[src/rtl/lnl_io_port.sv]
// Keyboard/display I/O port: input and output character FIFOs, FGI/FGO flags,
// interrupt enable/request and a sticky overrun flag. LNL_IO_SYNC_EN adds a kbd_strobe synchroniser.

module lnl_io_fifo #(
  parameter  int W     = 8,
  parameter  int DEPTH = 4,
  localparam int PTR_W = $clog2(DEPTH),
  localparam int CNT_W = PTR_W + 1
) (
  input  logic             clk,
  input  logic             rst_n,
  input  logic             push,
  input  logic [W-1:0]     push_data,
  input  logic             pop,
  output logic [W-1:0]     head,
  output logic [CNT_W-1:0] cnt_q,
  output logic [CNT_W-1:0] cnt_d
);
  logic [DEPTH-1:0][W-1:0] mem_q, mem_d;
  logic [PTR_W-1:0]        wptr_q, wptr_d, rptr_q, rptr_d;
  logic                    push_ok, pop_ok;

  // A push into a full FIFO is only accepted when an entry leaves in the same cycle.
  always_comb begin
    pop_ok  = pop & (cnt_q != '0);
    push_ok = push & ((cnt_q != CNT_W'(DEPTH)) | pop_ok);
    mem_d   = mem_q;
    wptr_d  = wptr_q;
    rptr_d  = rptr_q;
    if (push_ok) begin
      mem_d[wptr_q] = push_data;
      wptr_d        = wptr_q + PTR_W'(1);
    end
    if (pop_ok) rptr_d = rptr_q + PTR_W'(1);
    cnt_d = cnt_q + CNT_W'(push_ok) - CNT_W'(pop_ok);
  end

  assign head = (cnt_q != '0) ? mem_q[rptr_q] : '0;

  always_ff @(posedge clk or negedge rst_n) begin
    if (!rst_n) begin
      mem_q  <= '0;
      wptr_q <= '0;
      rptr_q <= '0;
      cnt_q  <= '0;
    end else begin
      mem_q  <= mem_d;
      wptr_q <= wptr_d;
      rptr_q <= rptr_d;
      cnt_q  <= cnt_d;
    end
  end
endmodule

module lnl_io_port #(
  parameter int DATA_W    = 8,
  parameter int IN_DEPTH  = 4,
  parameter int OUT_DEPTH = 4
) (
  input  logic              clk,
  input  logic              rst_n,
  input  logic [DATA_W-1:0] kbd_data,
  input  logic              kbd_strobe,
  input  logic              inp_rd,
  output logic [DATA_W-1:0] inp_data,
  output logic              fgi,
  input  logic              out_wr,
  input  logic [DATA_W-1:0] out_wdata,
  output logic              fgo,
  output logic [DATA_W-1:0] dsp_data,
  output logic              dsp_valid,
  input  logic              dsp_ready,
  input  logic              ien_set,
  input  logic              ien_clr,
  input  logic              int_ack,
  output logic              ien,
  output logic              irq,
  output logic              ovr,
  input  logic              ovr_clr
);
  localparam int IN_CW  = $clog2(IN_DEPTH) + 1;
  localparam int OUT_CW = $clog2(OUT_DEPTH) + 1;

  logic [IN_CW-1:0]  in_cnt_q, in_cnt_d;
  logic [OUT_CW-1:0] out_cnt_q, out_cnt_d;
  logic              kbd_push, ovr_set;
  logic              ien_q, ien_d, irq_q, irq_d, ovr_q, ovr_d;

`ifdef LNL_IO_SYNC_EN
  // Two synchroniser flops then one edge-history flop; push on the synchronised rising edge.
  logic [2:0] sync_q, sync_d;
  always_comb sync_d = {sync_q[1:0], kbd_strobe};
  always_ff @(posedge clk or negedge rst_n) begin
    if (!rst_n) sync_q <= '0;
    else        sync_q <= sync_d;
  end
  assign kbd_push = sync_q[1] & ~sync_q[2];
`else
  assign kbd_push = kbd_strobe;
`endif

  lnl_io_fifo #(.W(DATA_W), .DEPTH(IN_DEPTH)) u_in_fifo (
    .clk       (clk),
    .rst_n     (rst_n),
    .push      (kbd_push),
    .push_data (kbd_data),
    .pop       (inp_rd),
    .head      (inp_data),
    .cnt_q     (in_cnt_q),
    .cnt_d     (in_cnt_d)
  );

  lnl_io_fifo #(.W(DATA_W), .DEPTH(OUT_DEPTH)) u_out_fifo (
    .clk       (clk),
    .rst_n     (rst_n),
    .push      (out_wr),
    .push_data (out_wdata),
    .pop       (dsp_ready),
    .head      (dsp_data),
    .cnt_q     (out_cnt_q),
    .cnt_d     (out_cnt_d)
  );

  assign fgi       = (in_cnt_q != '0);
  assign fgo       = (out_cnt_q != OUT_CW'(OUT_DEPTH));
  assign dsp_valid = (out_cnt_q != '0);

  // Dropped keyboard character: full input FIFO with no accepted pop this cycle.
  assign ovr_set = kbd_push & (in_cnt_q == IN_CW'(IN_DEPTH)) & ~(inp_rd & fgi);

  always_comb begin
    ien_d = ien_q;
    if (ien_set)            ien_d = 1'b1;
    if (ien_clr | int_ack)  ien_d = 1'b0;
    irq_d = ien_d & ((in_cnt_d != '0) | (out_cnt_d != OUT_CW'(OUT_DEPTH)));
    ovr_d = ovr_q;
    if (ovr_clr) ovr_d = 1'b0;
    if (ovr_set) ovr_d = 1'b1;
  end

  always_ff @(posedge clk or negedge rst_n) begin
    if (!rst_n) begin
      ien_q <= 1'b0;
      irq_q <= 1'b0;
      ovr_q <= 1'b0;
    end else begin
      ien_q <= ien_d;
      irq_q <= irq_d;
      ovr_q <= ovr_d;
    end
  end

  assign ien = ien_q;
  assign irq = irq_q;
  assign ovr = ovr_q;
endmodule

[config.mk]
export PLATFORM = sky130hd
export DESIGN_NAME = lnl_io_port
export DESIGN_NICKNAME = d
export VERILOG_FILES = /design/src/rtl/lnl_io_port.sv
export SDC_FILE = /design/constraint.sdc
export NUM_CORES = 1
export LEC_CHECK = 0
export CAP_MARGIN = 40
export CORE_MARGIN = 8
export CORE_UTILIZATION = 55
export CTS_CLUSTER_SIZE = 14
export DETAILED_ROUTE_END_ITERATION = 10
export GPL_ROUTABILITY_DRIVEN = 0
export PLACE_DENSITY_LB_ADDON = 0.15
export SKIP_LAST_GASP = 1
export SYNTH_ARGS = -nofsm -noshare
export SYNTH_HDL_FRONTEND = slang
export SYNTH_SLANG_ARGS = --single-unit
[constraint.sdc]
create_clock -name clk -period 3.2 [get_ports clk]
set_clock_uncertainty 0.1 [all_clocks]
set_input_delay 0.48 -clock clk [delete_from_list [all_inputs] [get_ports clk]]
set_output_delay 0.48 -clock clk [all_outputs]
set_load 0.01 [all_outputs]
Word level (Yosys, flattened, before mapping)
Index checks and enable logic that the tools add are counted.
{"block": "totals", "reg_bits": 81, "inputBits": 26, "out_inout_bits": 22, "word_cells": 69}
{"block": "op_classes", "n_addsub": 8, "magnitude_cmp": 6, "eq_ne": 4, "n_mux": 16, "n_bitwise": 12, "reduce_logical": 6}
{"cell": "32-bit bitwise mux", "count": 2}
{"cell": "8-bit two-way mux", "count": 6}
{"cell": "8-bit binary-select mux with 2-bit select", "count": 2}
{"cell": "8-bit demux with 2-bit select", "count": 2}
{"cell": "2-bit by 3-bit less-than comparator with 1-bit output (second input constant)", "count": 4}
{"cell": "3-bit != test (second input constant)", "count": 3}
{"cell": "3-bit nonzero test", "count": 3}
{"cell": "2-bit by 1-bit adder with 2-bit output (second input constant)", "count": 4}
{"cell": "1-bit bitwise AND", "count": 7}
{"cell": "3-bit by 1-bit adder with 3-bit output", "count": 2}
{"cell": "3-bit by 1-bit subtractor with 3-bit output", "count": 2}
{"cell": "2-bit by 1-bit greater-or-equal comparator with 1-bit output (second input constant)", "count": 2}
{"cell": "1-bit two-way mux", "count": 4}
{"cell": "1-bit OR", "count": 4}
{"cell": "3-bit equality test (second input constant)", "count": 1}
{"cell": "1-bit logical AND", "count": 2}
{"cell": "2-bit nonzero test", "count": 1}
{"cell": "1-bit NOT", "count": 1}

Depth between registers and ports, before layout
Gate-level depths: netlist of run 1.
{"block": "logic_depth", "ltp_word": 9, "depth_mapped": 10, "depth_no_buf": 10}

Hierarchy
Synthesis of run 1 repeated with hierarchy kept, for this count alone.
{"block": "unflattened", "hier_cells": 257, "hier_area_um2": 3818.7}
{"mod": "lnl_io_fifo at u_in_fifo", "instances": 1, "cells_each": 121, "area_per_inst_um2": 1839.3, "seq_area_each_um2": 975.9}
{"mod": "lnl_io_fifo at u_out_fifo", "instances": 1, "cells_each": 121, "area_per_inst_um2": 1838.0, "seq_area_each_um2": 975.9}
{"mod": "lnl_io_port", "instances": 1, "cells_each": 15, "area_per_inst_um2": 141.4, "seq_area_each_um2": 75.1}

Worst setup path after synthesis of run 1
OpenSTA, ideal clock, no wires.
{"block": "synth_timing", "kind": "reg-to-reg", "from": "reg u_out_fifo.cnt_q[1]", "to": "reg irq_q (netlist: irq)", "setup_ns": 0.132, "arrival_time_ns": 2.315, "required_time_ns": 2.968, "setup_slack_ns": 0.654, "path_stages_with_launch": 11, "path_buffers": 0, "period_less_slack_ns": 2.546, "cell_sequence": "dfrtp_1 or3_1 and2_1 ha_1 inv_1 ha_1 inv_1 fa_1 inv_1 nor4_1 a31oi_1"}
{"block": "synth_via", "elab_chain_len": 9, "elab_cells_between_ends": 10, "cone_classes": "add/sub: 2; eq/ne: 2; bitwise: 5; reduce/logical: 1"}
{"item": "start, declared", "line": "16", "text": "output logic [CNT_W-1:0] cnt_q,"}
{"item": "start signal, assigned", "line": "50", "text": "cnt_q <= cnt_d;"}
{"item": "3-bit nonzero test (*)", "line": "25", "text": "pop_ok = pop & (cnt_q != '0);"}
{"item": "1-bit bitwise AND (*)", "line": "25"}
{"item": "net u_out_fifo.pop_ok", "line": "21", "text": "logic push_ok, pop_ok;"}
{"item": "1-bit OR", "line": "26", "text": "push_ok = push & ((cnt_q != CNT_W'(DEPTH)) | pop_ok);"}
{"item": "1-bit bitwise AND", "line": "26"}
{"item": "3-bit by 1-bit adder with 3-bit output", "line": "35", "text": "cnt_d = cnt_q + CNT_W'(push_ok) - CNT_W'(pop_ok);"}
{"item": "3-bit by 1-bit subtractor with 3-bit output (*)", "line": "35"}
{"item": "net out_cnt_d[1]", "line": "85", "text": "logic [OUT_CW-1:0] out_cnt_q, out_cnt_d;"}
{"item": "3-bit != test (*)", "line": "135", "text": "irq_d = ien_d & ((in_cnt_d != '0) | (out_cnt_d != OUT_CW'(OUT_DEPTH)));"}
{"item": "1-bit OR (*)", "line": "135"}
{"item": "1-bit bitwise AND (*)", "line": "135"}
{"item": "net irq_d", "line": "87", "text": "logic ien_q, ien_d, irq_q, irq_d, ovr_q, ovr_d;"}
{"item": "end signal, assigned", "line": "148", "text": "irq_q <= irq_d;"}
{"item": "end, declared", "line": "87"}
Mark *: on every way through the listed nets, which the timed path passes. The rest lies on a longest branch.
A chain may end at the register's enable or synchronous reset.

Worst setup path after layout of run 1
{"block": "layout_timing", "from": "reg u_out_fifo.rptr_q[0]", "to": "out dsp_data[6]"}
{"block": "layout_via", "elab_chain_len": 3}
{"item": "start, declared", "line": "20", "text": "logic [PTR_W-1:0] wptr_q, wptr_d, rptr_q, rptr_d;"}
{"item": "start signal, assigned", "line": "49", "text": "rptr_q <= rptr_d;"}
{"item": "8-bit binary-select mux with 2-bit select", "line": "38", "text": "assign head = (cnt_q != '0) ? mem_q[rptr_q] : '0;"}
{"item": "8-bit two-way mux (implied by the code)", "line": "38"}
{"item": "8-bit two-way mux", "line": "38"}
{"item": "end, declared", "line": "70", "text": "output logic [DATA_W-1:0] dsp_data,"}
Every way passes these cells. The select of a mux whose other input is x is not followed.

==> qor.txt, run 1 <==
Detail Route met2 WL: 3390 um
FP Rows: 30
Core area: 6720 sq um
Yosys warning total: 0
CTS root buf: clkbuf_8
Layout cells sized above 1: 35.7%
Footprint of the multi-input gates: 1700 sq um
DR WL/cell: 18.0 um
Slew HR: 61.5%
TNS Setup: 0 ns
Inserted Clock Buffers: 9
Fmax: 0.352 GHz
Filler cell count: 484
Worst r2r path cells: 10
Sequential area share after synthesis: 53.4%
Top-area cell type share of the netlist area: 53.4%
Crit Path Category: flip-flop to output pin
Post-synth cell types: 23
Chip Width: 99.0 um
Initial antenna violation count: 0
Die footprint: 9810 sq um
First-pass GRT wire length: 12,100 um
Final hold vios: 0
Max Fanout on Critical Path: 9
Nets: 353
Post-synth EDFFs: 0
Hold slack: 0.402 ns
Largest area contributor in the netlist: dfrtp_1
Hold EP: u_out_fifo.mem_q[16]
Pwr dens: 1080 nW/um^2
Cells after synthesis: 256
Detail Route Antenna Nets: 0
# port buffers: 47
H-tree depth: 3
Max-cap violations: 0
Total global-route track usage: 16.0%
Layout area overhead: 21.3%
Syn_nets: 295
HP Class: flip-flop to flip-flop
Drt drc: 0
Least-Margin Pin Slew: 0.577 ns
Hold Path Stages: 1
CP required: 2.62 ns
Uppermost layer routed: met4
Max-slew violations: 0
Postcts setup bufs: 0
Power Total: 4.97 mW
Via count: 2,145
Area contributors post-synth: dfrtp_1 (53%), mux2_2 (20%), mux4_2 (9.5%)
RR Endpoint: irq
Leakage: 1.94 nW
Met1 WL: 3460 um
Latest clock arrival within the worst-skew pair: 0.34 ns
CP arrival: 2.26 ns
Final Cycle Share: 88.8%
Largest net degree at the start of global routing: 61
Met3 wire length: 275 um
Critical Path Start Type: flip-flop
Design area: 4600 sq um
Post-DP Area: 4390 sq um
IO Pins: 48
TritonCTS clock tree: done
Synth Register Bits: 81
Die Span Y: 99.0 um
Critical R2R Launch: u_out_fifo.cnt_q[1]
Area taken by flip-flops and latches: 2030 sq um
Post-layout min period: 2.84 ns
Clock Path Buffers: 2
Gr ovfl total: 0
CP endpoint kind: output pin
Ys async rst share: 100%
Worst vdd ir: 0.559 mV
Number of global-route vias before repair: 2,407
Synth Flop Type: dfrtp_1
Status: completed
Routed wire length: 7180 um
Initial DRC count: 51
Clk sinks: 81
Dpl hpwl: 4930 um
Register-to-register setup slack: 0.50 ns
Starting Density: 56.4%
Syn Area/Cell: 14.8 sq um
ANT cells: 0
Vias per inst: 5.38
Hold path startpoint: u_out_fifo.mem_q[16]
Endpoints failing setup: 0
Worst-path clk slew: 0.08 ns
1st-pass router iterations: 4
Syn Std Cell Area: 3790 sq um
RSZ-0062 raised after global routing: no
-- power by group --
part | internal, mW | leakage, nW | switching [mW] | total (mW)
logic | 1.48 | 0.881 | 0.845 | 2.32
registers | 1.54 | 0.962 | 0.367 | 1.91
clock network | 0.379 | 0.0953 | 0.356 | 0.736
-- cell usage in the layout (no fill, tap or decap), types with 2 or more instances in the layout --
cell             instances
dfrtp_1                 81
mux2_2                  66
clkdlybuf4s50_1         46
and2_1                  17
mux4_2                  16
inv_1                   12
nand2_1                 11
ha_1                    11
clkbuf_8                10
xnor2_1                  9
nor2_2                   8
buf_4                    5
nor4b_4                  2
nor2b_1                  2
or3_1                    2
nor2_1                   2
o21ai_0                  2
nand3_1                  2
fa_1                     2
clkinv_2                 2
clkinvlp_4               2
-- cell usage after synthesis, drive strengths merged, types with 4 or more instances --
master	count
xnor2	9
mux4	16
inv	12
clkbuf	4
and2	17
nand2	11
mux2	66
dfrtp	81
ha	11
nor2	10
-- cell type report --
class	count	share of cell area, %
multi-input cells	157	36.9
clock inverters	5	1.20
inverters	12	0.979
repair buffers	53	11.6
flip-flops and latches	81	44.1
well taps	80	2.18
clock buffers	11	3.07
-- critical path: stages, from the launching register on --
cell and delay [ns]:
dfrtp_1 0.70, mux4_2 0.56, and2_1 0.18, clkdlybuf4s50_1 0.48
-- cell families after synthesis --
family / synth area share, %
AO/OA/AOI/OAI: 0.429
XOR/XNOR: 2.31
adder cells (fa/ha/maj): 4.68
buffers and inverters: 1.85
flip-flops: 53.4
multiplexers: 29.4
AND/OR/NAND/NOR: 7.92
-- state kept, by name (all words and copies together), names as in the netlist --
name,cells
ien,1
ovr,1
u_in_fifo.rptr_q,2
u_in_fifo.mem_q,32
u_in_fifo.wptr_q,2
irq,1
u_out_fifo.cnt_q,3
u_out_fifo.rptr_q,2
u_in_fifo.cnt_q,3
u_out_fifo.mem_q,32
u_out_fifo.wptr_q,2
-- worst max-delay path by stage --
stage / start / end / slack (ns)
6_report: u_out_fifo.rptr_q[0] / dsp_data[6] / 0.36
5_1_grt: u_out_fifo.rptr_q[0] / dsp_data[2] / 0.19
4_1_cts: u_out_fifo.rptr_q[0] / dsp_data[6] / 0.31
3_5_place_dp: dsp_ready / irq / 0.36
3_3_place_gp: dsp_ready / irq / 0.43
2_1_floorplan: u_out_fifo.cnt_q[1] / irq / 0.65
-- through the flow --
stage               utilization, %  cells  setup slack (ns)
floorplan                        -    256             0.654
global placement              65.0    381             0.426
detailed placement            65.4    382             0.359
CTS                           68.5    399             0.308
global route                  68.5    399             0.192
finish                        68.5    399             0.359
-- repair_timing --
item                      4_1_cts  5_1_grt
hold buffers                    1        0
gates resized for setup         0        0
hold endpoints to repair       21        0
-- routing by layer --
layer  up-vias  global-route usage, %
met3         4                   4.72
met5         -                      0
met1      1098                   21.6
met2        31                   24.0
li1       1012                      -
met4         0                   5.19
No activity file was read; power rests on OpenSTA's default activity.
==> run 2, diff against run 1 <==
SKIP_CTS_REPAIR_TIMING = 1   (was not set)
==> qor.txt, run 2 (synthesized netlist as in run 1, its figures left out) <==
Status: completed
RR Endpoint: irq
Pre-CTS WS: 0.359 ns
FP Rows: 30
CP required: 2.62 ns
IO Pins: 48
# port buffers: 47
H-tree depth: 3
Final Cycle Share: 88.8%
Most frequent cells in the layout: dfrtp_1 (81), mux2_2 (66), clkdlybuf4s50_1 (46)
Chip Width: 99.0 um
Via count: 2,160
Register-to-register setup slack: 0.50 ns
CP endpoint kind: output pin
Initial DRC count: 54
Critical R2R Launch: u_out_fifo.cnt_q[1]
1st-pass router iterations: 4
Worst r2r path cells: 10
Layout area overhead: 21.3%
Setup ws final: 0.359 ns
Vias per inst: 5.41
Starting Density: 56.4%
Finished Core Util: 68.5%
Fmax: 0.352 GHz
Critical path, cell by cell: mux4_2 > and2_1 > clkdlybuf4s50_1
Crit Path Category: flip-flop to output pin
Least-Margin Pin Slew: 0.585 ns
Total global-route track usage: 15.9%
Inserted Clock Buffers: 9
Largest net degree at the start of global routing: 61
Core area: 6720 sq um
Hold path startpoint: u_out_fifo.mem_q[16]
Number of global-route vias before repair: 2,400
Max-slew violations: 0
Pwr dens: 1080 nW/um^2
Max-cap violations: 0
Hold slack: 0.402 ns
Max Fanout on Critical Path: 9
ANT cells: 0
TNS Setup: 0 ns
DR WL/cell: 18.0 um
Clock Path Buffers: 2
Layout cells sized above 1: 35.7%
Most common cell after layout, fill and taps aside: dfrtp_1
Die Span Y: 99.0 um
Die footprint: 9810 sq um
Gr ovfl total: 0
CP arrival: 2.26 ns
Worst vdd ir: 0.559 mV
Largest delay share family, worst path: flip-flops
Drt drc: 0
RSZ-0062 raised after global routing: no
Crit path largest cell delay: 0.70 ns
Critical Path Start Type: flip-flop
Nets: 353
Top flop regs: u_in_fifo.mem_q: 32 flops, u_out_fifo.mem_q: 32 flops
First-pass GRT wire length: 12,100 um
Endpoints failing setup: 0
Clk sinks: 81
TritonCTS clock tree: done
CTS root buf: clkbuf_8
CP bufs+invs: 1
Post-layout min period: 2.84 ns
Slew HR: 60.9%
Worst-path clk slew: 0.08 ns
Dpl hpwl: 4930 um
Routed wire length: 7190 um
Latest clock arrival within the worst-skew pair: 0.34 ns
Slowest library cell on the worst path: dfrtp_1
Initial antenna violation count: 0
Hold EP: u_out_fifo.mem_q[16]
Hold Path Stages: 1
HP Class: flip-flop to flip-flop
Leakage: 1.94 nW
Final hold vios: 0
Detail Route Antenna Nets: 0
-- run 2: cell counts in the layout (fill, tap and decap cells not counted) --
No cell type changed its count.
-- run 2: stage by stage --
step	power (mW)	area, sq um	cells
2_1_floorplan	3.39	3790	256
3_3_place_gp	4.21	4370	381
3_5_place_dp	4.28	4390	382
4_1_cts	5.03	4590	398
5_1_grt	5.32	4600	399
6_report	4.97	4600	399
-- run 2: cell type report --
type / count / area (sq um)
multi-input combinational: 157 / 1700
clock inverter: 5 / 55.1
fill: 484 / 2120
tap: 80 / 100
sequential: 81 / 2030
clock buffer: 11 / 141
timing repair buffer: 53 / 536
inverter: 12 / 45.0
-- run 2: worst register-to-register path, cell delays in order (launching register included) --
cell and delay [ns]:
dfrtp_1 0.47, or3_1 0.40, and2_1 0.20, ha_1 0.28, inv_1 0.06, ha_1 0.13
inv_1 0.04, fa_1 0.47, inv_1 0.05, nor4_1 0.26, a31oi_1 0.12
-- run 2: worst max path at each step --
stage	start	endpoint	slack, ns	cells after the start
after floorplan	u_out_fifo.cnt_q[1]	irq	0.65	10
after global placement	dsp_ready	irq	0.43	10
after detailed placement	dsp_ready	irq	0.36	10
after CTS	u_out_fifo.rptr_q[0]	dsp_data[6]	0.31	3
after global routing	u_out_fifo.rptr_q[0]	dsp_data[2]	0.19	3
final	u_out_fifo.rptr_q[0]	dsp_data[6]	0.36	3
-- run 2: per-layer routing --
layer | global-route usage (%) | part of all wire, % | vias up
met2 | 23.9 | 47 | 31
met5 | 0 | 0 | -
met3 | 4.72 | 3.8 | 4
met4 | 5.19 | 0.76 | 0
li1 | - | - | 1012
met1 | 21.5 | 49 | 1113
-- run 2: report_power, final --
group | leakage, nW | total [mW] | switching [mW] | internal (mW)
clock | 0.0953 | 0.737 | 0.358 | 0.379
combinational | 0.881 | 2.32 | 0.846 | 1.48
sequential | 0.962 | 1.91 | 0.368 | 1.54
total | 1.94 | 4.97 | 1.57 | 3.40
